==> config.mk <==
export PLATFORM = sky130hd
export DESIGN_NAME = fpu_multicycle_ctrl
export DESIGN_NICKNAME = d
export VERILOG_FILES = /design/src/rtl/fpu_multicycle_ctrl.sv
export SDC_FILE = /design/constraint.sdc
export NUM_CORES = 1
export LEC_CHECK = 0
export CAP_MARGIN = 30
export CORE_ASPECT_RATIO = 2
export CORE_MARGIN = 3
export CORE_UTILIZATION = 35
export CTS_CLUSTER_DIAMETER = 100
export DETAILED_ROUTE_END_ITERATION = 8
export PLACE_DENSITY = 0.58
export REMOVE_ABC_BUFFERS = 1
export SYNTH_ARGS = -nofsm -noshare
export SYNTH_HDL_FRONTEND = slang
export SYNTH_SLANG_ARGS = --single-unit
==> constraint.sdc <==
create_clock -name CLK -period 5.35 [get_ports CLK]
set_clock_uncertainty 0.15 [all_clocks]
set_input_delay 1.07 -clock CLK [delete_from_list [all_inputs] [get_ports CLK]]
set_output_delay 1.07 -clock CLK [all_outputs]
set_load 0.005 [all_outputs]
==> src/rtl/fpu_multicycle_ctrl.sv <==
// EX-stage sequencer for multi-cycle RV32F operations: starts the FPU, stalls the
// pipeline for the operation latency and emits a tagged one-cycle result strobe.
module fpu_multicycle_ctrl #(
  parameter int unsigned ADD_LATENCY  = 3,
  parameter int unsigned MUL_LATENCY  = 3,
  parameter int unsigned FMA_LATENCY  = 4,
  parameter int unsigned DIV_LATENCY  = 12,
  parameter int unsigned SQRT_LATENCY = 16
) (
  input  logic        CLK,
  input  logic        RESET,
  input  logic        ISSUE_VALID,
  input  logic [4:0]  FPU_SELECT,
  input  logic [4:0]  RD,
  input  logic        FREG_WRITE_EN,
  input  logic        FLUSH,
  output logic        FPU_START,
  output logic        FPU_ABORT,
  output logic        STALL,
  output logic        RESULT_VALID,
  output logic [4:0]  RESULT_RD,
  output logic        RESULT_FREG,
  output logic [4:0]  BUSY_RD,
  output logic        BUSY,
  output logic [31:0] STALL_COUNT
);

  localparam logic [5:0] ADD_L  = 6'(ADD_LATENCY);
  localparam logic [5:0] MUL_L  = 6'(MUL_LATENCY);
  localparam logic [5:0] FMA_L  = 6'(FMA_LATENCY);
  localparam logic [5:0] DIV_L  = 6'(DIV_LATENCY);
  localparam logic [5:0] SQRT_L = 6'(SQRT_LATENCY);

  typedef enum logic [1:0] {IDLE, RUN, DONE} state_t;

  state_t     state, state_next;
  logic [5:0] counter, counter_next;
  logic [5:0] lat;
  logic       accept;

  always_comb begin
    lat = 6'd1;
    case (FPU_SELECT)
      5'b00001, 5'b00010:                         lat = ADD_L;
      5'b00011:                                   lat = MUL_L;
      5'b01110, 5'b01111, 5'b10000, 5'b10001:     lat = FMA_L;
      5'b00100:                                   lat = DIV_L;
      5'b01101:                                   lat = SQRT_L;
      default:                                    lat = 6'd1;
    endcase
  end

  // A flush or an active reset kills the issue before it reaches the FPU.
  assign accept = (state == IDLE) && RESET && ISSUE_VALID && (lat > 6'd1) && !FLUSH;

  // NOTE: every output of this block gets a default first, so no path leaves a latch.
  always_comb begin
    state_next   = state;
    counter_next = counter;
    FPU_START    = 1'b0;
    STALL        = 1'b0;
    RESULT_VALID = 1'b0;
    case (state)
      IDLE: begin
        if (accept) begin
          FPU_START    = 1'b1;
          STALL        = 1'b1;
          counter_next = lat - 6'd1;
          state_next   = (lat == 6'd2) ? DONE : RUN;
        end
      end
      RUN: begin
        if (FLUSH) begin
          state_next = IDLE;
        end else begin
          // counter holds cycles left until the instruction leaves EX, so the
          // last stall cycle is the one where it is about to reach 1.
          STALL        = 1'b1;
          counter_next = counter - 6'd1;
          if (counter_next == 6'd1) state_next = DONE;
        end
      end
      DONE: begin
        RESULT_VALID = !FLUSH;
        state_next   = IDLE;
      end
      default: state_next = IDLE;
    endcase
  end

  // NOTE: sequential state uses non-blocking assignments so every register
  // samples pre-edge values regardless of statement order.
  always_ff @(posedge CLK) begin
    if (!RESET) begin
      state       <= IDLE;
      counter     <= 6'd0;
      BUSY_RD     <= 5'd0;
      RESULT_FREG <= 1'b0;
      BUSY        <= 1'b0;
      FPU_ABORT   <= 1'b0;
      STALL_COUNT <= 32'd0;
    end else begin
      state     <= state_next;
      counter   <= counter_next;
      BUSY      <= (state_next != IDLE);
      FPU_ABORT <= FLUSH && (state != IDLE);
      if (accept) begin
        BUSY_RD     <= RD;
        RESULT_FREG <= FREG_WRITE_EN;
      end
      if (STALL && (STALL_COUNT != 32'hFFFF_FFFF)) STALL_COUNT <= STALL_COUNT + 32'd1;
    end
  end

  assign RESULT_RD = BUSY_RD;

endmodule

==> run_results.csv, run 1 <==
group,metric,value,unit
global_route,antenna_found_initial,0,
die,die_h,127,microns
power_and_ir_drop,p_clk_frac,0.470,
logic_synthesis,syn-instance-count,312,
finish,finalNonFillerCells,462,
die,dieArea,8500,sq um
placed_design,dp_hpwl,5.09,mm
power_and_ir_drop,total_power,792,uW
die,io_pins,63,
power_and_ir_drop,switching_power,171,uW
power_and_ir_drop,p_per_area,231,nW/um^2
sta,period_share,0.968,
run_status,status,"complete, no violations",
logic_synthesis,synth_seq_cells,48,
power_and_ir_drop,leakagePower,1.13,nW
power_and_ir_drop,seq_power_share,0.457,
sta,rsz0062_at_grt,"false",
logic_synthesis,seq_area_frac_synth,0.372,
logic_synthesis,synth_top_area_cell,"dfxtp_1",
finish,nFillCells,698,
global_route,grt_first_pass_wirelength,10.7,mm
global_route,grt_max_degree,27,
placed_design,io_buffers,62,
critical_path,worstPathRequired,4130,ps
finish,nNetsFinal,392,
critical_path,cpPeakStageDelay,540,ps
logic_synthesis,synth_warnings,0,
power_and_ir_drop,p_int,621,uW
global_route,grtUsageTotal,0.162,
logic_synthesis,yosysTopAreaCellShare,0.372,
logic_synthesis,avgSynthCellArea,8.27,sq um
logic_synthesis,async_reset_ff_frac,0,
finish,syn_to_final_growth,32.9,%
power_and_ir_drop,power.switching_fraction,0.216,
die,core-area,7050,sq um
route,num_vias,2390,
clocking,clk_pin_slew_worst_paths,60,ps
logic_synthesis,synth.distinct_cells,52,
route,viasPerCell,5.17,
critical_path,crit_type,"input pin to output pin",
clocking,root_buffer,"clkbuf_16",
clocking,htreeDepth,2,
route,dr.first_iter.drc_count,66,
critical_path,path_cells,"clkdlybuf4s50_1 -> or3_1 -> a21o_1 -> nor2b_1 -> inv_1 -> ha_1 -> nor2_1 -> nor3_1 -> a21o_4 -> clkinv_4 -> clkdlybuf4s50_1",
route,wl_per_cell,14.1,microns
sta,tightest_slew,732,ps
logic_synthesis,synth-main-ff-cell,"dfxtp_1",
critical_path,worstPathMaxFanout,8,
flow_run,drv_cap,0,
clocking,cts_resized,0,
critical_path,end_kind,"output pin",
critical_path,cpMostUsedCell,"clkdlybuf4s50_1",
critical_path,critPathSlowestCell,"clkdlybuf4s50_1",
clocking,cts_buffers,5,
sta,hold_viol_final,0,
clocking,tritoncts,"done",
clocking,cts_setup_buffers,0,
route,ant_nets,0,
critical_path,critPathArrivalTime,3960,ps
hold_path,hold_class,"register to register",
sta,tns,0,ps
route,drc,0,
sta,setup_violations,0,
placed_design,place_congestion,0.813,
die,num_rows,43,
clocking,cts_sinks,48,
power_and_ir_drop,combPwrFrac,0.073,
finish,antenna_cells,0,
finish,final_cell_mix,"clkdlybuf4s50_1 (62), nor2_1 (50), dfxtp_1 (48), nand3_1 (20), nand2_1 (19)",
die,initial_utilization,0.366,
clocking,clk_path_buf_depth,2,
sta,max_freq,193,MHz
finish,final_common_cell,"clkdlybuf4s50_1",
logic_synthesis,synth_edf_count,0,
clocking,ctsHoldBuffers,0,
global_route,grt_overflow,0,
logic_synthesis,syn_area,2580,sq um
route,dr.pass1.iters,4,
sta,final_max_slew_viol_count,0,
critical_path,critPathLaunchType,"input pin",
sta,min_period,5180,ps
clocking,worst_skew_pair.late_latency,290,ps
finish,drive_gt1_frac,0.0618,
placed_design,dp_cells,454,
finish,final_util,0.487,
sta,relSlewSlack,0.509,
logic_synthesis,ys_top_cells_by_area,"dfxtp_1 (37%), nor2_1 (7.3%), xor2_1 (4.1%)",
die,fp.dieW,66.7,microns
power_and_ir_drop,irDropWorstVdd,154,uV
global_route,grt_pass1_vias,2355,
route,wirelength,6.53,mm
power by group through the flow:
| stage | Sequential (mW) | Clock, mW | Combinational (mW) |
|---|---|---|---|
| floorplan | 0.370 | 0 | 0.0285 |
| global placement | 0.370 | 0 | 0.0580 |
| detailed placement | 0.370 | 0 | 0.0583 |
| CTS | 0.362 | 0.381 | 0.0585 |
| global route | 0.362 | 0.392 | 0.0636 |
| finish | 0.362 | 0.372 | 0.0577 |
stage by stage:
stage	cell area (sq um)	setup WS (ps)	hold WS (ps)
after floorplan	2480	1130	323
after global placement	3250	212	330
after detailed placement	3250	162	345
after CTS	3430	153	352
after global routing	3430	39.3	392
final	3430	173	347
final timing paths:
kind / slack (ps) / cells past startpoint / startpoint / endpoint
setup / recovery: 170 / 11 / FPU_SELECT[3] / STALL
hold / removal: 350 / 2 / STALL_COUNT[23] / STALL_COUNT[23]
setup reg to reg: 2790 / 8 / state[0] / STALL_COUNT[11]
hold reg to reg: 350 / 2 / STALL_COUNT[23] / STALL_COUNT[23]
synthesized netlist by cell type (all sizes together) (4+ instances only):
cell type,count
a211oi,5
a21oi,14
and3,4
buf,9
clkbuf,6
dfxtp,48
ha,6
inv,10
mux2i,6
nand2,19
nand2b,4
nand3,22
nand4,11
nor2,50
nor3,9
nor4,8
o21ai,15
or3,9
xnor2,10
xor2,12
worst max-delay path, delay by kind of cell:
kind	cells	cell delay, ps
compound gates	2	410
buf+inv	4	1120
simple gates	4	1120
fa+ha+maj	1	220
per-layer routing:
metal  up-vias  routed length, microns  share of wire  track usage
met1      1123                    2460           0.38        0.160
li1       1223                       -              -            -
met5         -                       0              0            0
met3         4                     243          0.037       0.0369
met2        40                    3750           0.57        0.309
met4         0                      76          0.012       0.0635
cell type report:
class | count | area, sq um | share of cell area
clock buffers | 6 | 139 | 0.0405
clock inverters | 2 | 38.8 | 0.0113
inverters | 12 | 50.0 | 0.0146
multi-input cells | 237 | 1470 | 0.429
flip-flops and latches | 48 | 961 | 0.280
well taps | 90 | 113 | 0.0328
repair buffers | 67 | 658 | 0.192
registers in the layout (all words and copies together) (netlist names):
| signal | count |
|---|---|
| BUSY | 1 |
| STALL_COUNT | 32 |
| FPU_ABORT | 1 |
| state | 2 |
| RESULT_FREG | 1 |
| counter | 6 |
| BUSY_RD | 5 |
logic make-up after synthesis:
kind of cell / Yosys count / synth area share
AOI/OAI and AO/OA: 52 / 0.134
muxes: 6 / 0.0233
adders and majority gates: 6 / 0.0291
DFF: 48 / 0.372
buffers and inverters: 27 / 0.0577
and+or+nand+nor: 151 / 0.309
xor gates and xnor gates: 22 / 0.0746
No activity file was read; power rests on OpenSTA's default activity.
==> run 2, diff against run 1 <==
--- a/config.mk
+++ b/config.mk
@@ -6,12 +6,14 @@
 export NUM_CORES = 1
 export LEC_CHECK = 0
 export CAP_MARGIN = 30
-export CORE_ASPECT_RATIO = 2
+export CORE_ASPECT_RATIO = 1.1
 export CORE_MARGIN = 3
 export CORE_UTILIZATION = 35
 export CTS_CLUSTER_DIAMETER = 100
 export DETAILED_ROUTE_END_ITERATION = 8
+export GPL_ROUTABILITY_DRIVEN = 0
 export PLACE_DENSITY = 0.58
+export RECOVER_POWER = 50
 export REMOVE_ABC_BUFFERS = 1
 export SYNTH_ARGS = -nofsm -noshare
 export SYNTH_HDL_FRONTEND = slang
==> run_results.csv, run 2 (same netlist as run 1, synthesis figures left out) <==
group,metric,value,unit
run_status,status,"complete, no violations",
die,num_rows,32,
finish,antenna_cells,0,
sta,setup_violations,0,
die,fp.dieW,87.9,microns
finish,stdcell_area,3370,sq um
hold_path,hold_class,"register to register",
power_and_ir_drop,irDropWorstVdd,103,uV
die,initial_utilization,0.364,
route,num_vias,2398,
sta,period_share,0.947,
flow_run,drv_cap,0,
finish,largest_reg_flops,32,
route,dr.first_iter.drc_count,102,
finish,nFillCells,701,
global_route,grt_max_degree,32,
route,viasPerCell,5.25,
power_and_ir_drop,combPwrFrac,0.086,
sta,min_period,5060,ps
power_and_ir_drop,p_int,521,uW
route,drc,0,
sta,final_max_slew_viol_count,0,
global_route,grtUsageTotal,0.149,
placed_design,dp_hpwl,4.71,mm
power_and_ir_drop,switching_power,148,uW
placed_design,io_buffers,62,
placed_design,place_area,3260,sq um
die,die_h,96.1,microns
critical_path,end_kind,"output pin",
critical_path,crit_type,"input pin to output pin",
finish,final_cell_mix,"nor2_1 (50), dfxtp_1 (48), dlygate4sd3_1 (47), nand3_1 (20), nand2_1 (19)",
critical_path,critPathLaunchType,"input pin",
critical_path,worstPathRequired,4130,ps
route,ant_nets,0,
global_route,grt_pass1_vias,2195,
clocking,root_buffer,"clkbuf_8",
die,io_pins,63,
route,wl_per_cell,13.4,microns
finish,syn_to_final_growth,30.4,%
clocking,worst_skew_pair.late_latency,300,ps
finish,final_common_cell,"nor2_1",
power_and_ir_drop,power.switching_fraction,0.222,
clocking,ctsHoldBuffers,0,
sta,tightest_slew,610,ps
finish,nNetsFinal,394,
clocking,clk_path_buf_depth,2,
critical_path,worstPathMaxFanout,13,
power_and_ir_drop,p_clk_frac,0.374,
sta,max_freq,197,MHz
clocking,htreeDepth,2,
global_route,grt_overflow,0,
die,dieArea,8440,sq um
sta,tns,0,ps
critical_path,cp_top_family,"buffers and inverters",
clocking,cts_resized,0,
clocking,cts_setup_buffers,0,
sta,holdWs,343,ps
power_and_ir_drop,p_per_area,199,nW/um^2
power_and_ir_drop,seq_power_share,0.540,
sta,relSlewSlack,0.590,
finish,largest-register,"STALL_COUNT",
global_route,grt_first_pass_wirelength,10.0,mm
route,dr.pass1.iters,4,
critical_path,cpMostUsedCell,"clkdlybuf4s50_1",
critical_path,r2r_slack,2980,ps
sta,hold_viol_final,0,
finish,multiInputGateArea,1480,sq um
finish,drive_gt1_frac,0.0645,
die,core-area,7090,sq um
placed_design,place_ws,195,ps
critical_path,path_cells,"clkdlybuf4s50_1 -> buf_4 -> o21ai_0 -> a21o_1 -> nor2b_1 -> inv_1 -> ha_1 -> nor2_1 -> nor3_2 -> a21o_4 -> clkinv_4 -> clkdlybuf4s50_1",
sta,setup_slack,286,ps
sta,rsz0062_at_grt,"false",
global_route,antenna_found_initial,0,
critical_path,critPathArrivalTime,3840,ps
finish,ff_latch_area,961,sq um
power_and_ir_drop,leakagePower,1.26,nW
clocking,cts_buffers,5,
finish,reg.largest.list,"STALL_COUNT x32, counter x6, BUSY_RD x5",
critical_path,critPathSlowestCell,"clkdlybuf4s50_1",
critical_path,cpPeakStageDelay,520,ps
clocking,tritoncts,"done",
route,wirelength,6.13,mm
clocking,clk_pin_slew_worst_paths,80,ps
critical_path,worst-path-buf-inv,5,
clocking,cts_sinks,48,
[run 2: cell types whose count changed in the layout (fill, tap and decap cells not counted), sizes merged]
cell	before	now
clkdlybuf4s50	62	15
dlygate4sd3	0	47
buf	5	7
clkbuf	6	5
clkinv	3	2
[run 2: worst register-to-register path, stage by stage, from the launching register on]
cell	delay [ps]
dfxtp_1	390
nor3b_1	480
nor3_2	130
a211oi_4	490
nand3_2	200
or3_1	350
a21oi_1	140
[run 2: worst paths after layout]
kind | depth (start not counted) | start | end
setup reg to reg | 6 | state[0] | STALL_COUNT[30]
hold reg to reg | 2 | STALL_COUNT[13] | STALL_COUNT[13]
setup / recovery | 12 | FPU_SELECT[1] | STALL
hold / removal | 2 | STALL_COUNT[13] | STALL_COUNT[13]
[run 2: routing by layer]
metal / wire (microns) / global-route usage / vias to the layer above
met5: 0 / 0 / -
met1: 2730 / 0.179 / 1113
met2: 3030 / 0.262 / 60
li1: - / - / 1217
met3: 278 / 0.0368 / 8
met4: 82 / 0.0435 / 0
[run 2: power groups by stage]
stage | combinational (mW) | clock [mW] | sequential, mW
final | 0.0575 | 0.250 | 0.362
after detailed placement | 0.0588 | 0 | 0.370
after global routing | 0.0641 | 0.269 | 0.362
after CTS | 0.0590 | 0.258 | 0.362
after global placement | 0.0581 | 0 | 0.370
after floorplan | 0.0285 | 0 | 0.370
[run 2: through the flow]
step	utilization	power, mW	std cells
finish	0.475	0.669	457
global route	0.475	0.695	457
CTS	0.474	0.678	457
detailed placement	0.460	0.429	451
global placement	0.460	0.428	451
floorplan	-	0.398	297
[run 2: cell type report]
cell class                      instances  area share
Inverter                               12      0.0149
Multi-Input combinational cell        237       0.439
Tap cell                               85      0.0316
Clock buffer                            5      0.0204
Sequential cell                        48       0.286
Timing Repair Buffer                   69       0.200
Clock inverter                          1     0.00892
